===== src/rtl/bus_xfer_sequencer_if.sv =====
// W-bus transfer interface between a requester and the bus_xfer_sequencer.
// The master drives request, indices and the observed bus byte; the slave drives all status and strobes.
interface bus_xfer_sequencer_if #(
    parameter int NUM_REG = 8,
    parameter int ID_W    = 3
);
    logic               inReq;
    logic [ID_W-1:0]    inSrc;
    logic [ID_W-1:0]    inDst;
    logic [7:0]         inBusData;
    logic               outReady;
    logic [NUM_REG-1:0] outEnableOut;
    logic [NUM_REG-1:0] outLoad;
    logic               outDone;
    logic               outError;
    logic [7:0]         outLastData;

    modport master (
        output inReq, inSrc, inDst, inBusData,
        input  outReady, outEnableOut, outLoad, outDone, outError, outLastData
    );

    modport slave (
        input  inReq, inSrc, inDst, inBusData,
        output outReady, outEnableOut, outLoad, outDone, outError, outLastData
    );
endinterface


===== src/rtl/bus_xfer_sequencer.sv =====
// Sequences one W-bus register transfer: enable-out source, then load destination; done after SETTLE_CYCLES+2 edges.
// Accepts a request only while outReady is high; requests seen while busy are dropped, the requester must hold.
module bus_xfer_sequencer #(
    parameter int NUM_REG       = 8,
    parameter int ID_W          = 3,
    parameter int SETTLE_CYCLES = 1
) (
    input  logic                 inCLK,
    input  logic                 inCLR_n,
    bus_xfer_sequencer_if.slave  bus
);
    typedef enum logic [2:0] {IDLE, DRIVE, LOAD, DONE, ERR} state_t;

    // One extra bit so NUM_REG == 2**ID_W does not wrap to zero in the range check.
    localparam logic [ID_W:0] NUM_REG_W = (ID_W+1)'(NUM_REG);

    state_t             state, state_n;
    logic [ID_W-1:0]    src_q, src_n, dst_q, dst_n;
    logic [3:0]         cnt_q, cnt_n;
    logic [NUM_REG-1:0] en_q, en_n, ld_q, ld_n;
    logic               ready_q, ready_n, done_q, done_n, err_q, err_n;
    logic [7:0]         last_q, last_n;
    logic               req_bad;

    function automatic logic [NUM_REG-1:0] onehot(input logic [ID_W-1:0] idx);
        logic [NUM_REG-1:0] v;
        v = '0;
        for (int i = 0; i < NUM_REG; i++) begin
            v[i] = (idx == ID_W'(i));
        end
        return v;
    endfunction

    assign req_bad = (bus.inSrc == bus.inDst)
                   || ({1'b0, bus.inSrc} >= NUM_REG_W)
                   || ({1'b0, bus.inDst} >= NUM_REG_W);

    always_ff @(posedge inCLK) begin
        if (!inCLR_n) begin
            state   <= IDLE;
            src_q   <= '0;
            dst_q   <= '0;
            cnt_q   <= '0;
            en_q    <= '0;
            ld_q    <= '0;
            ready_q <= 1'b1;
            done_q  <= 1'b0;
            err_q   <= 1'b0;
            last_q  <= 8'h00;
        end else begin
            state   <= state_n;
            src_q   <= src_n;
            dst_q   <= dst_n;
            cnt_q   <= cnt_n;
            en_q    <= en_n;
            ld_q    <= ld_n;
            ready_q <= ready_n;
            done_q  <= done_n;
            err_q   <= err_n;
            last_q  <= last_n;
        end
    end

    // Every output is a flop loaded from its next-state value, so none depends combinationally on inputs.
    always_comb begin
        state_n = state;
        src_n   = src_q;
        dst_n   = dst_q;
        cnt_n   = cnt_q;
        en_n    = en_q;
        ld_n    = ld_q;
        ready_n = 1'b0;
        done_n  = 1'b0;
        err_n   = 1'b0;
        last_n  = last_q;
        case (state)
            IDLE: begin
                ready_n = 1'b1;
                if (bus.inReq) begin
                    src_n   = bus.inSrc;
                    dst_n   = bus.inDst;
                    ready_n = 1'b0;
                    if (req_bad) begin
                        state_n = ERR;
                        err_n   = 1'b1;
                    end else begin
                        state_n = DRIVE;
                        en_n    = onehot(bus.inSrc);
                        cnt_n   = 4'(SETTLE_CYCLES - 1);
                    end
                end
            end
            DRIVE: begin
                if (cnt_q == 4'd0) begin
                    state_n = LOAD;
                    ld_n    = onehot(dst_q);
                end else begin
                    cnt_n = cnt_q - 4'd1;
                end
            end
            LOAD: begin
                last_n  = bus.inBusData;
                en_n    = '0;
                ld_n    = '0;
                done_n  = 1'b1;
                state_n = DONE;
            end
            DONE, ERR: begin
                state_n = IDLE;
                ready_n = 1'b1;
            end
            default: begin
                state_n = IDLE;
                ready_n = 1'b1;
                en_n    = '0;
                ld_n    = '0;
            end
        endcase
    end

    assign bus.outReady     = ready_q;
    assign bus.outEnableOut = en_q;
    assign bus.outLoad      = ld_q;
    assign bus.outDone      = done_q;
    assign bus.outError     = err_q;
    assign bus.outLastData  = last_q;
endmodule


===== src/flat_wrapper.sv =====
// flat-port wrapper written by rule: the top's interface ports become plain ports
module bus_xfer_sequencer_flat 
#(
    parameter int NUM_REG       = 8,
    parameter int ID_W          = 3,
    parameter int SETTLE_CYCLES = 1
)
  (inCLK, inCLR_n, bus_inReq, bus_inSrc, bus_inDst, bus_inBusData, bus_outReady, bus_outEnableOut, bus_outLoad, bus_outDone, bus_outError, bus_outLastData);
  bus_xfer_sequencer_if #(.NUM_REG(NUM_REG), .ID_W(ID_W)) bus_i ();
  input  logic inCLK;
  input  logic inCLR_n;
  input wire logic [$bits(bus_i.inReq)-1:0] bus_inReq;
  input wire logic [$bits(bus_i.inSrc)-1:0] bus_inSrc;
  input wire logic [$bits(bus_i.inDst)-1:0] bus_inDst;
  input wire logic [$bits(bus_i.inBusData)-1:0] bus_inBusData;
  output wire logic [$bits(bus_i.outReady)-1:0] bus_outReady;
  output wire logic [$bits(bus_i.outEnableOut)-1:0] bus_outEnableOut;
  output wire logic [$bits(bus_i.outLoad)-1:0] bus_outLoad;
  output wire logic [$bits(bus_i.outDone)-1:0] bus_outDone;
  output wire logic [$bits(bus_i.outError)-1:0] bus_outError;
  output wire logic [$bits(bus_i.outLastData)-1:0] bus_outLastData;
  assign bus_i.inReq = bus_inReq;
  assign bus_i.inSrc = bus_inSrc;
  assign bus_i.inDst = bus_inDst;
  assign bus_i.inBusData = bus_inBusData;
  assign bus_outReady = bus_i.outReady;
  assign bus_outEnableOut = bus_i.outEnableOut;
  assign bus_outLoad = bus_i.outLoad;
  assign bus_outDone = bus_i.outDone;
  assign bus_outError = bus_i.outError;
  assign bus_outLastData = bus_i.outLastData;
  bus_xfer_sequencer #(.NUM_REG(NUM_REG), .ID_W(ID_W), .SETTLE_CYCLES(SETTLE_CYCLES)) u_core (.inCLK(inCLK), .inCLR_n(inCLR_n), .bus(bus_i));
endmodule

===== config.mk =====
export PLATFORM = sky130hd
export DESIGN_NAME = bus_xfer_sequencer_flat
export DESIGN_NICKNAME = d
export VERILOG_FILES = /design/src/rtl/bus_xfer_sequencer_if.sv /design/src/rtl/bus_xfer_sequencer.sv /design/src/flat_wrapper.sv
export SDC_FILE = /design/constraint.sdc
export NUM_CORES = 1
export LEC_CHECK = 0
export CORE_ASPECT_RATIO = 1.25
export CORE_MARGIN = 2
export CORE_UTILIZATION = 47
export DETAILED_ROUTE_END_ITERATION = 16
export PLACE_DENSITY = 0.74
export SYNTH_ARGS = -nofsm -noshare
export SYNTH_HDL_FRONTEND = slang
export SYNTH_SLANG_ARGS = --single-unit

===== constraint.sdc =====
create_clock -name inCLK -period 1.87 [get_ports inCLK]
set_input_delay 0.2805 -clock inCLK [delete_from_list [all_inputs] [get_ports inCLK]]
set_output_delay 0.2805 -clock inCLK [all_outputs]
set_load 0.05 [all_outputs]

==> results.tsv, run 1 <==
metric	value	unit
status	finished clean	
r2r_setup_slack	0.15	ns
synth_xor_area_share	2.171	%
antenna_found_initial	0	
ys_top_cells_by_area	dfxtp_1, nand2_1, a21oi_1	
dr.pass1.iters	4	
min_from	u_core.bus.outLoad[5]	
grt_max_degree	27	
worst_path_max_delay_cell	clkdlybuf4s50_1	
grt_pass1_vias	1389	
irDropWorstVdd	0.6957	mV
synth.distinct_cells	40	
synthAdderAreaFrac	1.550	%
core_area	3252	um^2
hold_violations	0	
fin_cells	272	
stdcell_area	2218	um^2
clock_latency	0.29	ns
syn-instance-count	186	
cts_tree	done	
synth_area_per_cell	8.678	um^2
whs_endpoint	u_core.bus.outLoad[5]	
min_path_cells	2	
setup_viol	0	
wl_met1	1.420	mm
synth_area	1614	um^2
grt_usage	19.75	%
synth.largest_area_cell	dfxtp_1	
htreeDepth	2	
synth_top_family_by_area	simple AND/OR/NAND/NOR gates	
maxUsedRoutingLayer	met4	
power_density	1002	nW/um^2
period_share	92.56	%
antenna_left	0	
cts_setup_buffers	0	
p_leak	0.8148	nW
rsz0062_at_grt	false	
min_path_type	reg2reg	
worst_slew_pin_slew	0.5586	ns
synthSimpleGateAreaFrac	26.51	%
cp-start-kind	flip-flop	
layout-drive-gt1-share	9.787	%
hold_ws	0.4503	ns
crit_chain	clkdlybuf4s50_1	
path_delay_family	buffers and inverters	
synth_flop_cell	dfxtp_1	
portBuffers	43	
insertedDiodeCount	0	
clock-sinks	37	
place.detailed.hpwl	2.805	mm
relSlewSlack	62.76	%
maxCapViolCount	0	
synth-compound-area-share	12.64	%
multi_input_area	805.8	um^2
worstReg2RegStart	u_core.cnt_q[0]	
rows	23	
die-area	3922	um^2
synth-edff-count	0	
io_pins	44	
rr_endpoint	u_core.bus.outLoad[1]	
routed_wl	3.671	mm
num-fill-cells	269	
synth-seq-cells	37	
cp.required	1.59	ns
cp_num_cells	1	
postSynth.asyncResetShare	0	%
seqCellArea	740.7	um^2
critPathArrivalTime	1.45	ns
area_growth	37.44	%
max_freq	0.5778	GHz
met2WireLength	1.913	mm
dpl.cell_count	264	
cts_root_buf	clkbuf_8	
final.setup_skew	0.001584	ns
cpPeakStageDelay	0.82	ns
drt_iter0_drc	46	
cp_max_fo	2	
grt_overflow	0	
path_clk_slew	0.07	ns
post-route-min-period	1.731	ns
nNetsFinal	253	
drv_slew	0	
wl_per_cell	13.50	um
synthMuxAreaShare	6.202	%
wl_met3	260	um
critPathCaptureType	output pin	
num_vias	1461	
synth_nets	205	
grt_pass1_wl	5.975	mm
place_area	2088	um^2
die_x	56.42	um
utilization	68.22	%
place.gp.congestion	0.8125	
path_buf_inv	1	
total_power	0.002223	W
cts_buffers	5	
clock_path_buffers	2	
floorplan.initialDensity	49.63	%
yosys_warnings	0	
seq_area_frac_synth	45.89	%
via_per_inst	5.371	
fp.dieH	69.52	um
layout_commonest_cell	clkdlybuf4s50_1	
layout_common_cells	clkdlybuf4s50_1, nand2_1, dfxtp_1	
reg2regPathDepth	6	
critPathKind	reg2out	
drc	0	
yosys.area.top_type_share	45.89	%
-- sequential cells by signal, indices dropped and copies added, names as in the netlist --
name / cells
u_core.bus.outError: 1
u_core.bus.outLoad: 8
u_core.state: 3
u_core.bus.outReady: 1
u_core.bus.outEnableOut: 8
u_core.bus.outDone: 1
u_core.cnt_q: 4
u_core.dst_q: 3
u_core.bus.outLastData: 8
-- layout make-up --
type / count / area share, %
inverter: 5 / 0.8460
timing repair buffer: 51 / 22.11
clock inverter: 1 / 1.354
tap: 37 / 2.087
sequential: 37 / 33.39
multi-input combinational: 134 / 36.32
clock buffer: 7 / 3.892
-- timing repair --
action                                  4_1_cts  5_1_grt
cloned                                        0        0
resized for setup                             1        1
hold buffers                                  0        0
endpoints found under the setup margin        3        2
-- worst max path at each step --
stage,from,endpoint
CTS,u_core.cnt_q[0],u_core.bus.outLoad[4]
global placement,u_core.cnt_q[0],u_core.bus.outLoad[4]
detailed placement,bus_inDst[0],u_core.bus.outEnableOut[4]
global route,u_core.cnt_q[0],u_core.bus.outLoad[2]
floorplan,u_core.cnt_q[0],u_core.bus.outLoad[7]
finish,u_core.bus.outEnableOut[0],bus_outEnableOut[0]
-- routing by layer --
layer / track usage [%] / up-vias
met1: 18.85 / 664
li1: - / 743
met3: 6.903 / 8
met4: 10.32 / 0
met5: 0 / -
met2: 36.21 / 46
-- per-stage QoR --
stage / setup WS, ns / TNS (ns)
2_1_floorplan: 0.1741 / 0
3_3_place_gp: 0.007420 / 0
3_5_place_dp: -0.02358 / -0.05004
4_1_cts: 0.1190 / 0
5_1_grt: 0.02427 / 0
6_report: 0.1392 / 0
-- Yosys cell counts (all sizes together) (3+ instances only) --
cell type,instances
and2,3
mux2i,10
nor3,4
or4,4
buf,7
dfxtp,37
nor4,3
nand2,42
clkbuf,3
nand3,8
inv,5
xnor2,4
nor2,6
a21oi,20
or3,4
-- power by group --
part	internal [W]	total [W]	switching, W	leakage [nW]
combinational	0.000248	0.000639	0.000391	0.456
sequential	0.000846	0.000879	0.0000327	0.300
clock	0.000434	0.000706	0.000271	0.0585
-- logic make-up after synthesis --
kind of cell    after synthesis
mux                          10
buf+inv                      15
compound gates               31
xor+xnor                      4
flops                        37
fa+ha+maj                     2
simple gates                 87
No activity file was read; power rests on OpenSTA's default activity.
==> run 2: changes to the inputs <==
- CORE_UTILIZATION: 47 -> 25
- PLACE_DENSITY: 0.74 -> 0.43
- TNS_END_PERCENT: unset -> 100
==> run 2 against run 1 <==
  * First-iteration DRC count shrank 65%
  * Combinational power rose by 8.3%
  * Clock skew is 0.0047 ns higher
  * Die area up 82%
  * Sequential share of layout area fell by 1.5 points
  * Sequential power about the same
  * Critical path depth stayed put
  * Via count fell by 1.2%
  * Core utilization is 31 points lower
  * Power decreased by 4.2%
==> results.tsv, run 2 (synthesized netlist as in run 1, its figures left out) <==
metric	value	unit	change
status	finished clean		unchanged
critPathCaptureType	output pin		unchanged
critPathArrivalTime	1.44	ns	was 1.45 ns
cp.required	1.59	ns	about the same
dr.pass1.iters	4		unchanged
min_path_type	reg2reg		unchanged
grt_pass1_wl	6.617	mm	was 5.975 mm
insertedDiodeCount	0		unchanged
area_growth	43.72	%	was 37.44%
io_pins	44		unchanged
post-route-min-period	1.721	ns	was 1.731 ns
htreeDepth	2		unchanged
setup_viol	0		unchanged
die_x	75.87	um	was 56.42 um
total_power	0.002130	W	was 0.002223 W
clock_latency	0.28	ns	was 0.29 ns
cts_root_buf	clkbuf_8		unchanged
fp.dieH	93.84	um	was 69.52 um
irDropWorstVdd	0.2974	mV	was 0.6957 mV
use_met3	3.541	%	was 6.903%
drv_slew	0		unchanged
drc	0		unchanged
layout_commonest_cell	clkdlybuf4s50_1		unchanged
cts_setup_buffers	0		unchanged
period_share	92.05	%	was 92.56%
layout-drive-gt1-share	12.76	%	was 9.787%
power_density	918.1	nW/um^2	was 1002 nW/um^2
p_leak	0.8420	nW	was 0.8148 nW
final.setup_skew	0.006309	ns	was 0.001584 ns
dpl.cell_count	321		was 264
worst_path_max_delay_cell	clkdlybuf4s50_1		unchanged
hold_violations	0		unchanged
cp-start-kind	flip-flop		unchanged
drt_iter0_drc	16		was 46
setup_tns	0	ns	unchanged
worst_slew_pin_slew	0.5769	ns	was 0.5586 ns
maxCapViolCount	0		unchanged
antenna_found_initial	0		unchanged
globalRouteMet1Util	14.45	%	was 18.85%
cp_max_fo	2		unchanged
layout_common_cells	clkdlybuf4s50_1, nand2_1, dfxtp_1		unchanged
cts_tree	done		unchanged
critPathKind	reg2out		unchanged
path_buf_inv	1		unchanged
portBuffers	43		unchanged
cts_buffers	5		unchanged
wl_per_cell	11.96	um	was 13.50 um
clock_path_buffers	2		unchanged
fin_cells	328		was 272
path_delay_family	buffers and inverters		unchanged
via_per_inst	4.402		was 5.371
crit_chain	clkdlybuf4s50_1		unchanged
grt_pass1_vias	1457		was 1,389
place.detailed.hpwl	2.926	mm	was 2.805 mm
grt_overflow	0		unchanged
clock-sinks	37		unchanged
relSlewSlack	61.54	%	was 62.76%
grtUsageMet2	19.97	%	was 36.21%
nNetsFinal	262		was 253
num-fill-cells	666		was 269
routed_wl	3.924	mm	was 3.671 mm
max_freq	0.5809	GHz	was 0.5778 GHz
rsz0062_at_grt	false		unchanged
place.gp.congestion	0.7905		was 0.8125
busiest_layer	met2		unchanged
floorplan.initialDensity	26.01	%	was 49.63%
grt_usage	11.94	%	was 19.75%
core_area	6206	um^2	was 3252 um^2
num_vias	1444		was 1,461
rows	32		was 23
grt_max_degree	20		was 27
die-area	7119	um^2	was 3922 um^2
antenna_left	0		unchanged
path_clk_slew	0.07	ns	about the same
cpPeakStageDelay	0.81	ns	was 0.82 ns
==> run 2: cell types whose count changed in the layout (fill, tap and decap cells not counted) <==
| cell | delta |
|---|---|
| buf_4 | +9 |
| bufinv_16 | -1 |
| nor2_2 | -1 |
| nor2_4 | +1 |
| nor3b_1 | +1 |
| nor3b_2 | -1 |
| or4_1 | -1 |
| or4_4 | +1 |
==> run 2: final cells by class <==
type	instances	area, um^2	share of cell area, %
Inverter	5	18.77	0.8091
Sequential cell	37	740.7	31.93
Multi-Input combinational cell	134	809.5	34.90
Timing Repair Buffer	60	558.0	24.06
Tap cell	85	106.4	4.585
Clock buffer	7	86.33	3.722
==> run 2: what timing repair did <==
action                                  in CTS  in global routing
resized for setup                            0                  3
hold buffers                                 0                  0
endpoints found under the setup margin       0                  2
==> run 2: layer usage <==
layer,up-vias,share of wire (%)
met5,-,0
met4,0,0.69
met3,2,5.9
met2,37,47
met1,644,47
li1,761,-
==> run 2: path summary, 6_finish.rpt <==
check                                                start                    end  slack, ns  depth (start not counted)
worst max-delay path            u_core.bus.outEnableOut[6]    bus_outEnableOut[6]       0.15                          1
worst min-delay path                 u_core.bus.outLoad[6]  u_core.bus.outLoad[6]       0.45                          2
worst max register to register             u_core.cnt_q[1]  u_core.bus.outLoad[1]       0.16                          7
worst min register to register       u_core.bus.outLoad[6]  u_core.bus.outLoad[6]       0.45                          2
==> run 2: worst register-to-register path, cell delays in order, from the launching register on <==
cell      delay (ns)
dfxtp_1         0.33
inv_1           0.08
ha_1            0.14
nor3b_1         0.18
buf_4           0.17
o211ai_4        0.11
or4_1           0.50
a21oi_1         0.15
==> run 2: report_power, final <==
group | internal (W) | total [W] | switching (W)
sequential | 0.000846 | 0.000878 | 0.0000327
combinational | 0.000286 | 0.000692 | 0.000406
clock | 0.000293 | 0.000559 | 0.000266
==> run 2: through the flow <==
stage	hold WS, ns	utilization [%]	instance area (um^2)	setup WS [ns]
CTS	0.4568	37.10	2302	0.1051
global route	0.4719	37.38	2320	0.01383
finish	0.4511	37.38	2320	0.1487
global placement	0.4420	35.71	2216	0.006597
detailed placement	0.4462	35.71	2216	-0.03224
floorplan	0.4165	-	1614	0.1741
==> run 3: changes to the inputs <==
- ABC_AREA: unset -> 1
- CTS_BUF_LIST: unset -> sky130_fd_sc_hd__clkbuf_4
- PLACE_DENSITY: 0.43 -> 0.42
==> run 3 against run 2 <==
  * Synthesized area grew 9.3%
  * Cell count grew 20%
  * Power grew 22%
  * Clock power shrank 23%
  * Critical path type unchanged
  * Fmax shrank 4.0%
  * Cell area grew 4.3%
  * Combinational power grew 72%
==> results.tsv, run 3 <==
metric	value	unit	change
status	finished clean		unchanged
syn-instance-count	244		was 186
num_vias	1663		was 1,444
worstReg2RegStart	u_core.state[2]		was u_core.cnt_q[1]
cp.required	1.59	ns	about the same
layout_commonest_cell	nand2_1		was clkdlybuf4s50_1
rows	34		was 32
synth_nets	263		was 205
place.detailed.hpwl	3.296	mm	was 2.926 mm
die_x	79.14	um	was 75.87 um
cts_resized	0		unchanged
seq_area_frac_synth	41.99	%	was 45.89%
core_area	6892	um^2	was 6206 um^2
critPathKind	reg2out		unchanged
power_density	1072	nW/um^2	was 918.1 nW/um^2
wl_per_cell	11.09	um	was 11.96 um
path_buf_inv	1		unchanged
maxCapViolCount	0		unchanged
portBuffers	43		unchanged
io_pins	44		unchanged
grt_overflow	0		unchanged
floorplan.initialDensity	25.60	%	was 26.01%
antenna_left	0		unchanged
final.setup_skew	0.01096	ns	was 0.006309 ns
synth_area	1764	um^2	was 1614 um^2
clock_path_buffers	2		unchanged
period_share	95.89	%	was 92.05%
place_area	2361	um^2	was 2216 um^2
cts_setup_buffers	0		unchanged
worst_path_max_delay_cell	clkdlybuf4s50_1		unchanged
wl_met3	133	um	was 233 um
setup_viol	0		unchanged
hold_ws	0.4702	ns	was 0.4511 ns
ctsHoldBuffers	0		unchanged
rsz0062_at_grt	false		unchanged
r2r_setup_slack	0.39	ns	was 0.16 ns
yosysMostFrequentCell	nand2_1		unchanged
crit_chain	clkdlybuf4s50_1		unchanged
grt_usage	12.04	%	was 11.94%
grt_pass1_wl	7.431	mm	was 6.617 mm
wl_met1	2.077	mm	was 1.826 mm
drc	0		unchanged
min_from	u_core.bus.outLoad[5]		was u_core.bus.outLoad[6]
met2WireLength	2.082	mm	was 1.837 mm
multi_input_area	852.1	um^2	was 809.5 um^2
nNetsFinal	319		was 262
path_clk_slew	0.11	ns	was 0.07 ns
seqCellArea	740.7	um^2	unchanged
die-area	7749	um^2	was 7119 um^2
grt_max_degree	14		was 20
num-fill-cells	771		was 666
antenna_found_initial	1		was 0
drt_iter0_drc	44		was 16
ys_top_cells_by_area	dfxtp_1, nand2_1, nor2_1		was dfxtp_1, nand2_1, a21oi_1
synth.distinct_cells	25		was 40
path_delay_family	buffers and inverters		unchanged
synth-edff-count	0		unchanged
setup_tns	0	ns	unchanged
worst_slew_pin_slew	0.5201	ns	was 0.5769 ns
cp-start-kind	flip-flop		unchanged
critPathArrivalTime	1.51	ns	was 1.44 ns
reg2regPathDepth	7		unchanged
synth-seq-cells	37		unchanged
rr_endpoint	u_core.bus.outLoad[6]		was u_core.bus.outLoad[1]
yosys.area.top_type_share	41.99	%	was 45.89%
fp.dieH	97.92	um	was 93.84 um
maxUsedRoutingLayer	met4		unchanged
cts_buffers	5		unchanged
layout_common_cells	nand2_1, clkdlybuf4s50_1, dfxtp_1		was clkdlybuf4s50_1, nand2_1, dfxtp_1
cpPeakStageDelay	0.81	ns	about the same
synth_flop_cell	dfxtp_1		unchanged
drv_slew	0		unchanged
layout-drive-gt1-share	14.95	%	was 12.76%
dr.pass1.iters	4		unchanged
post-route-min-period	1.793	ns	was 1.721 ns
clock-sinks	37		unchanged
synth_top_cells_by_count	nand2_1, dfxtp_1, nor2_1, inv_1, nand4_1		was nand2_1, dfxtp_1, a21oi_1, mux2i_1, nand3_1
stdcell_area	2419	um^2	was 2320 um^2
clock_latency	0.34	ns	was 0.28 ns
min_path_cells	2		unchanged
via_per_inst	4.242		was 4.402
cp_max_fo	2		unchanged
place.gp.congestion	0.8180		was 0.7905
synth_area_per_cell	7.230	um^2	was 8.678 um^2
cts_root_buf	clkbuf_4		was clkbuf_8
whs_endpoint	u_core.bus.outLoad[5]		was u_core.bus.outLoad[6]
postSynth.asyncResetShare	0	%	unchanged
htreeDepth	2		unchanged
p_leak	1.030	nW	was 0.8420 nW
min_path_type	reg2reg		unchanged
routed_wl	4.348	mm	was 3.924 mm
hold_violations	0		unchanged
grt_pass1_vias	1651		was 1,457
relSlewSlack	65.22	%	was 61.54%
critPathCaptureType	output pin		unchanged
yosys_warnings	0		unchanged
area_growth	37.09	%	was 43.72%
cts_tree	done		unchanged
synth.largest_area_cell	dfxtp_1		unchanged
irDropWorstVdd	0.3163	mV	was 0.2974 mV
max_freq	0.5577	GHz	was 0.5809 GHz
run 3: logic make-up after synthesis:
family | after synthesis | share of synthesized area (%)
flops | 37 | 41.99
xor+xnor | 2 | 0.9931
fa+ha+maj | 2 | 1.418
buf+inv | 41 | 9.716
compound gates | 27 | 7.944
simple gates | 135 | 37.94
run 3: where the power goes:
| group | internal, W | switching, W |
|---|---|---|
| sequential | 0.000904 | 0.0000714 |
| combinational | 0.000412 | 0.000776 |
| clock | 0.000158 | 0.000271 |
run 3: layer usage:
metal / global-route usage, % / vias to the layer above
met1: 14.67 / 733
li1: - / 900
met2: 20.21 / 28
met4: 5.438 / 0
met3: 2.495 / 2
met5: 0 / -
run 3: worst max-delay path by stage:
stage	slack, ns	cells past startpoint	from	to
finish	0.08	1	u_core.bus.outEnableOut[3]	bus_outEnableOut[3]
global route	0.009	1	u_core.bus.outEnableOut[1]	bus_outEnableOut[1]
CTS	0.05	1	u_core.bus.outEnableOut[0]	bus_outEnableOut[0]
detailed placement	0.06	10	bus_inSrc[1]	u_core.bus.outEnableOut[2]
global placement	0.07	10	bus_inSrc[1]	u_core.bus.outEnableOut[2]
floorplan	0.57	7	u_core.state[2]	u_core.cnt_q[2]
run 3: stage by stage:
| step | util (%) | worst slack (ns) | instances | total power, W |
|---|---|---|---|---|
| 5_1_grt | 35.09 | 0.008774 | 392 | 0.002819 |
| 3_3_place_gp | 34.26 | 0.07479 | 383 | 0.002197 |
| 6_report | 35.09 | 0.07686 | 392 | 0.002593 |
| 2_1_floorplan | - | 0.5673 | 244 | 0.001851 |
| 4_1_cts | 35.06 | 0.04658 | 391 | 0.002640 |
| 3_5_place_dp | 34.26 | 0.06425 | 383 | 0.002191 |
run 3: area by class of cell:
type                    count  area share [%]
flip-flops and latches     37           30.63
diodes                      1          0.1035
clock inverters             2          0.4139
inverters                  34           5.277
repair buffers             56           21.83
well taps                  90           4.656
multi-input cells         166           35.23
clock buffers               6           1.862
